<file path="config.mk">
export PLATFORM = sky130hd
export DESIGN_NAME = dut_param_demux
export DESIGN_NICKNAME = d
export VERILOG_FILES = /design/src/rtl/param_demux_pkg.sv /design/src/rtl/demux_slot.sv /design/src/rtl/dut_param_demux.sv /design/src/rtl/param_demux.sv
export SDC_FILE = /design/constraint.sdc
export NUM_CORES = 1
export LEC_CHECK = 0
export ABC_AREA = 1
export BUFFER_PORTS_ARGS = -buffer_cell sky130_fd_sc_hd__buf_2
export CORE_ASPECT_RATIO = 1.25
export CORE_MARGIN = 5
export CORE_UTILIZATION = 30
export DETAILED_ROUTE_END_ITERATION = 8
export GPL_TIMING_DRIVEN = 0
export PLACE_DENSITY = 0.53
export SYNTH_ARGS = -nofsm -noshare
export SYNTH_HDL_FRONTEND = slang
export SYNTH_SLANG_ARGS = --single-unit
</file>
<file path="constraint.sdc">
create_clock -name clk_i -period 6.29 [get_ports clk_i]
set_input_delay 0.629 -clock clk_i [delete_from_list [all_inputs] [get_ports clk_i]]
set_output_delay 0.629 -clock clk_i [all_outputs]
set_load 0.01 [all_outputs]
</file>
<file path="src/rtl/param_demux_pkg.sv">
// Shared types and default sizing for the parameterised one-to-N demultiplexer.
// The optional drop counter is enabled by defining PARAM_DEMUX_STATS_EN.
package param_demux_pkg;

    typedef enum logic {
        SLOT_EMPTY = 1'b0,
        SLOT_FULL  = 1'b1
    } slot_state_t;

    localparam int DEFAULT_INPUT_WIDTH    = 32;
    localparam int DEFAULT_SELECTOR_WIDTH = 2;
    localparam int DEFAULT_SIGNAL_COUNT   = 4;
    localparam int DROP_COUNT_WIDTH       = 16;

endpackage

</file>
<file path="src/rtl/demux_slot.sv">
// One-entry output slot of the demultiplexer: loads a word, holds it while the
// consumer stalls, and drains on valid && ready. A load may coincide with a drain.
module demux_slot
    import param_demux_pkg::*;
#(
    parameter int WIDTH = DEFAULT_INPUT_WIDTH
) (
    input  logic             clk,
    input  logic             rst,
    input  logic             load,
    input  logic [WIDTH-1:0] load_data,
    input  logic             ready,
    output logic [WIDTH-1:0] data,
    output logic             valid
);

    slot_state_t      state_reg;
    slot_state_t      state_next;
    logic [WIDTH-1:0] data_reg;

    always_ff @(posedge clk or posedge rst) begin
        if (rst) begin
            state_reg <= SLOT_EMPTY;
        end else begin
            state_reg <= state_next;
        end
    end

    // The parent only asserts load when the slot is empty or draining this cycle.
    always_comb begin
        state_next = state_reg;
        case (state_reg)
            SLOT_EMPTY: if (load)           state_next = SLOT_FULL;
            SLOT_FULL:  if (!load && ready) state_next = SLOT_EMPTY;
            default:                        state_next = SLOT_EMPTY;
        endcase
    end

    always_ff @(posedge clk or posedge rst) begin
        if (rst) begin
            data_reg <= '0;
        end else if (load) begin
            data_reg <= load_data;
        end
    end

    assign data  = data_reg;
    assign valid = (state_reg == SLOT_FULL);

endmodule

</file>
<file path="src/rtl/dut_param_demux.sv">
// Fixed 32-bit, 4-channel wrapper with flat per-channel ports for external test harnesses.
// PARAM_DEMUX_STATS_EN exposes drop_count_o.
module dut_param_demux
    import param_demux_pkg::*;
(
    input  logic        clk_i,
    input  logic        rst_i,
    input  logic [31:0] data_i,
    input  logic [1:0]  sel_i,
    input  logic        valid_i,
    output logic        ready_o,
    output logic [31:0] out1,
    output logic [31:0] out2,
    output logic [31:0] out3,
    output logic [31:0] out4,
    output logic [3:0]  valid_o,
    input  logic [3:0]  ready_i,
    output logic        err_o
`ifdef PARAM_DEMUX_STATS_EN
    ,
    output logic [DROP_COUNT_WIDTH-1:0] drop_count_o
`endif
);

    logic [31:0] outputs [4];

    param_demux #(
        .INPUT_WIDTH    (32),
        .SELECTOR_WIDTH (2),
        .SIGNAL_COUNT   (4)
    ) u_demux (
        .clk_i   (clk_i),
        .rst_i   (rst_i),
        .data_i  (data_i),
        .sel_i   (sel_i),
        .valid_i (valid_i),
        .ready_o (ready_o),
        .outputs (outputs),
        .valid_o (valid_o),
        .ready_i (ready_i),
        .err_o   (err_o)
`ifdef PARAM_DEMUX_STATS_EN
        ,
        .drop_count_o (drop_count_o)
`endif
    );

    assign out1 = outputs[0];
    assign out2 = outputs[1];
    assign out3 = outputs[2];
    assign out4 = outputs[3];

endmodule

</file>
<file path="src/rtl/param_demux.sv">
// Routes each inbound word to one of SIGNAL_COUNT independent one-entry slots.
// Out-of-range selectors are dropped with an err_o pulse; PARAM_DEMUX_STATS_EN adds drop_count_o.
module param_demux
    import param_demux_pkg::*;
#(
    parameter int INPUT_WIDTH    = DEFAULT_INPUT_WIDTH,
    parameter int SELECTOR_WIDTH = DEFAULT_SELECTOR_WIDTH,
    parameter int SIGNAL_COUNT   = DEFAULT_SIGNAL_COUNT
) (
    input  logic                      clk_i,
    input  logic                      rst_i,
    input  logic [INPUT_WIDTH-1:0]    data_i,
    input  logic [SELECTOR_WIDTH-1:0] sel_i,
    input  logic                      valid_i,
    output logic                      ready_o,
    output logic [INPUT_WIDTH-1:0]    outputs [SIGNAL_COUNT],
    output logic [SIGNAL_COUNT-1:0]   valid_o,
    input  logic [SIGNAL_COUNT-1:0]   ready_i,
    output logic                      err_o
`ifdef PARAM_DEMUX_STATS_EN
    ,
    output logic [DROP_COUNT_WIDTH-1:0] drop_count_o
`endif
);

    // One extra bit so SIGNAL_COUNT == 2**SELECTOR_WIDTH is representable.
    localparam logic [SELECTOR_WIDTH:0] COUNT_EXT = (SELECTOR_WIDTH + 1)'(SIGNAL_COUNT);

    logic                    in_range;
    logic                    accept;
    logic                    err_reg;
    logic [SIGNAL_COUNT-1:0] sel_match;
    logic [SIGNAL_COUNT-1:0] slot_room;
    logic [SIGNAL_COUNT-1:0] load;

    assign in_range = ({1'b0, sel_i} < COUNT_EXT);

    generate
        for (genvar gi = 0; gi < SIGNAL_COUNT; gi++) begin : g_slot
            assign sel_match[gi] = (sel_i == SELECTOR_WIDTH'(gi));
            assign slot_room[gi] = !valid_o[gi] || ready_i[gi];
            assign load[gi]      = valid_i && sel_match[gi] && slot_room[gi];

            demux_slot #(
                .WIDTH (INPUT_WIDTH)
            ) u_slot (
                .clk       (clk_i),
                .rst       (rst_i),
                .load      (load[gi]),
                .load_data (data_i),
                .ready     (ready_i[gi]),
                .data      (outputs[gi]),
                .valid     (valid_o[gi])
            );
        end
    endgenerate

    // Depends only on sel_i, slot state and ready_i, never on valid_i.
    assign ready_o = !in_range || |(sel_match & slot_room);
    assign accept  = valid_i && ready_o;

    always_ff @(posedge clk_i or posedge rst_i) begin
        if (rst_i) begin
            err_reg <= 1'b0;
        end else begin
            err_reg <= accept && !in_range;
        end
    end

    assign err_o = err_reg;

`ifdef PARAM_DEMUX_STATS_EN
    logic [DROP_COUNT_WIDTH-1:0] drop_count_reg;

    always_ff @(posedge clk_i or posedge rst_i) begin
        if (rst_i) begin
            drop_count_reg <= '0;
        end else if (accept && !in_range && (drop_count_reg != '1)) begin
            drop_count_reg <= drop_count_reg + 1'b1;
        end
    end

    assign drop_count_o = drop_count_reg;
`endif

endmodule

</file>
==> metrics.md <==
| Metric | Value |
|---|---|
| Result of the run | `finished clean` |
| Number of enable flip-flop cells after synthesis | `0` |
| Worst setup path category | `reg2out` |
| Highest achievable clock rate | `457.2 MHz` |
| Worst-path fanout max | `8` |
| First drt pass iteration count | `5` |
| Worst setup skew after layout | `0.01143 ns` |
| FILL cells | `1,899` |
| Placer congestion estimate | `0.7813` |
| Chip width | `130.6 µm` |
| Share of the synthesized area in the top cell type | `0.6059` |
| Synth warnings | `0` |
| Final max-slew violation count | `0` |
| Detailed Route Iter0 Violations | `382` |
| FP Rows | `55` |
| Net total in the final layout | `837` |
| Clock sink count | `132` |
| Most common cell in the netlist | `sky130_fd_sc_hd__nand2_1` |
| Initial antenna violation count | `0` |
| Core area | `17,960 µm²` |
| Dominant register cell in the synthesized netlist | `sky130_fd_sc_hd__dfrtp_1` |
| Number of I/O port buffers | `172` |
| Clock tree from TritonCTS | `built` |
| Type of origin of the critical path | `flip-flop` |
| Post-cts repair resize count | `0` |
| Data required time at the worst endpoint | `5.66 ns` |
| GRT Resource Usage Total | `0.1836` |
| HPWL after DPL | `13.55 mm` |
| Sequential Power Share | `0.436` |
| Number of hold violations in the final report | `0` |
| Count of max-cap constraint violations | `0` |
| Endpoint type of the worst setup path | `primary output` |
| Post-Syn Area | `5451 µm²` |
| Worst slack after detailed placement | `4.140 ns` |
| Post-synthesis cell count | `604` |
| Area taken by multi-input logic gates | `1857 µm²` |
| Worst-path clk slew | `0.06 ns` |
| Sequential share of the synthesized area | `0.6059` |
| Total clock buffers created by CTS | `17` |
| Leftover overflow at the end of global routing | `0` |
| DRT antenna net count | `0` |
| Switching fraction of total power | `0.3056` |
| Total vias in the final route | `4,956` |
| Leading cell types by total area after synthesis | `sky130_fd_sc_hd__dfrtp_1 (61%), sky130_fd_sc_hd__nand2_1 (19%), sky130_fd_sc_hd__nand4_1 (11%), sky130_fd_sc_hd__nand3_1 (3.0%), sky130_fd_sc_hd__buf_2 (2.7%)` |
| Synthesis-stage register bit count | `132` |
| Die Y | `160.7 µm` |
| Fraction of synthesis flops using an asynchronous set or reset pin | `1.000` |
| Worst relative slew slack | `0.6323` |
| Maximum number of pins on one net before global-route repair | `82` |
| Number of unique standard cell types used by synthesis | `15` |
| Fraction of final layout cells sized beyond drive strength 1 | `0.2983` |
| Average cell area after synthesis | `9.026 µm²` |
| Final period utilization | `0.3477` |
| Diode count | `0` |
| Sequential Area | `3303 µm²` |
| Routed Wire Length | `18.65 mm` |
| Overall die area | `20,980 µm²` |
| Part of the total power dissipated in combinational logic | `0.197` |
| Number of post-CTS setup repair buffers | `0` |
| Final setup violation count | `0` |
| Dominant cell type by count on the critical path | `sky130_fd_sc_hd__nand2_1` |
| Skew-Pair Late Insertion Delay | `0.42 ns` |
| Wire length per cell after detailed routing | `18.01 µm` |
| Number of global-route vias before repair | `5,021` |
| PnR worst setup slack | `4.103 ns` |
| Standard cell with the maximum stage delay on the critical path | `sky130_fd_sc_hd__dfrtp_1` |
| HP Class | `in2async` |
| Final critical-path required period | `2.187 ns` |
| Clk network pwr share | `0.367` |
| Actual slew at the worst max-slew pin | `0.5516 ns` |
| Worst path max stage delay | `0.38 ns` |
| Starting Density | `0.3035` |
| Worst path arrival time | `1.56 ns` |
| Count of H-tree levels built during CTS | `4` |
| Master cell of the clock root buffer | `sky130_fd_sc_hd__clkbuf_16` |
| First-pass GRT wire length | `29.28 mm` |
| Pleak | `3.992 nW` |
| Final-layout setup total negative slack | `0 ns` |
| Cells along the critical path | `nand2_1, nand2_1, nand2_1, inv_1, nand2_1, buf_2` |
| Final routed DRC violation total | `0` |
| Setup repair after global routing missed its margin | `no` |
| Layout overhead on the synthesized area | `31.31%` |
| Hold Buf Count CTS | `0` |
| Number of I/O pins | `175` |
| List of most frequent post-synthesis cells | `sky130_fd_sc_hd__nand2_1 (272), sky130_fd_sc_hd__dfrtp_1 (132), sky130_fd_sc_hd__nand4_1 (96)` |
| Syn nets | `645` |
| Max rail drop VDD | `0.0001678 V` |
| Pwr per Cell Area | `345.5 nW/µm²` |
| Flip-flop count of the largest register, all copies and words added | `128` |
| Synth area leader | `sky130_fd_sc_hd__dfrtp_1` |
| Maximum buffer depth of the clock tree | `2` |
| Net switching component of the power | `756.0 µW` |
| DR vias/cell | `4.784` |
| Internal portion of total power | `1.717 mW` |
==> power by group through the flow <==
stage | clock (mW) | combinational [mW] | sequential (mW)
2_1_floorplan | 0 | 0.175 | 1.15
3_3_place_gp | 0 | 0.491 | 1.09
3_5_place_dp | 0 | 0.499 | 1.09
4_1_cts | 0.933 | 0.499 | 1.08
5_1_grt | 0.974 | 0.549 | 1.09
6_report | 0.909 | 0.487 | 1.08
==> layer usage <==
metal / share of wire / routed length [µm] / vias up / track usage
met3: 0.060 / 1128 / 17 / 0.05123
met1: 0.44 / 8269 / 2405 / 0.2420
met2: 0.48 / 8930 / 144 / 0.2912
met4: 0.017 / 325 / 0 / 0.05893
li1: - / - / 2390 / -
met5: 0 / 0 / - / 0
==> logic make-up after synthesis <==
logic type / synth area share
DFF: 0.6059
buffers and inverters: 0.05348
and+or+nand+nor: 0.3399
other: 0.0006879
==> layout make-up <==
type	instances	area share
Sequential cell	132	0.4615
Multi-Input combinational cell	409	0.2594
Timing Repair Buffer	173	0.1241
Clock buffer	23	0.06258
Tap cell	228	0.03985
Buffer	52	0.03496
Clock inverter	8	0.01119
Inverter	11	0.006467
==> through the flow <==
stage	cells	instance area, µm²	total power, mW	utilization	hold slack (ns)
after floorplan	604	5451	1.327	-	0.5071
after global placement	1004	6598	1.581	0.3673	0.4495
after detailed placement	1005	6630	1.589	0.3691	0.4526
after CTS	1036	7158	2.510	0.3985	0.2707
after global routing	1036	7158	2.617	0.3985	0.2793
final	1036	7158	2.473	0.3985	0.2565
==> cell usage in the layout (no fill, tap or decap) <==
master                       instances
sky130_fd_sc_hd__nor2_4              3
sky130_fd_sc_hd__clkbuf_1           22
sky130_fd_sc_hd__buf_2             201
sky130_fd_sc_hd__nand2_2             1
sky130_fd_sc_hd__clkbuf_16          17
sky130_fd_sc_hd__inv_1               9
sky130_fd_sc_hd__clkinvlp_4          3
sky130_fd_sc_hd__inv_2               1
sky130_fd_sc_hd__clkinv_2            2
sky130_fd_sc_hd__inv_6               2
sky130_fd_sc_hd__conb_1              1
sky130_fd_sc_hd__nand3_1            33
sky130_fd_sc_hd__dfrtp_1           132
sky130_fd_sc_hd__bufinv_16           1
sky130_fd_sc_hd__nand4_1            96
sky130_fd_sc_hd__nor2_2              1
sky130_fd_sc_hd__buf_4               5
sky130_fd_sc_hd__clkinv_4            1
sky130_fd_sc_hd__buf_1               2
sky130_fd_sc_hd__nand3_2             2
sky130_fd_sc_hd__nand2_1           272
sky130_fd_sc_hd__buf_16              1
==> path summary, 6_finish.rpt <==
path                                                         startpoint                                       endpoint  slack (ns)  depth (start not counted)
max                            u_demux.g_slot[1].u_slot.valid$_DFF_PP0_                                        ready_o        4.10                          6
max in group asynchronous                                         rst_i  u_demux.g_slot[0].u_slot.data[18]$_DFFE_PP0P_        5.22                          3
min reg2reg                u_demux.g_slot[1].u_slot.data[9]$_DFFE_PP0P_   u_demux.g_slot[1].u_slot.data[9]$_DFFE_PP0P_        0.46                          2
min in group clk_i         u_demux.g_slot[1].u_slot.data[9]$_DFFE_PP0P_   u_demux.g_slot[1].u_slot.data[9]$_DFFE_PP0P_        0.46                          2
min                                                               rst_i  u_demux.g_slot[3].u_slot.data[26]$_DFFE_PP0P_        0.26                          2
max reg2reg                    u_demux.g_slot[0].u_slot.valid$_DFF_PP0_  u_demux.g_slot[0].u_slot.data[17]$_DFFE_PP0P_        4.74                          5
==> critical path, delay by kind of cell (launching register included) <==
kind,cells,cell delay (ns)
and+or+nand+nor,4,0.59
buffers and inverters,2,0.16
DFF,1,0.38
(Power assumes the default switching activity.)
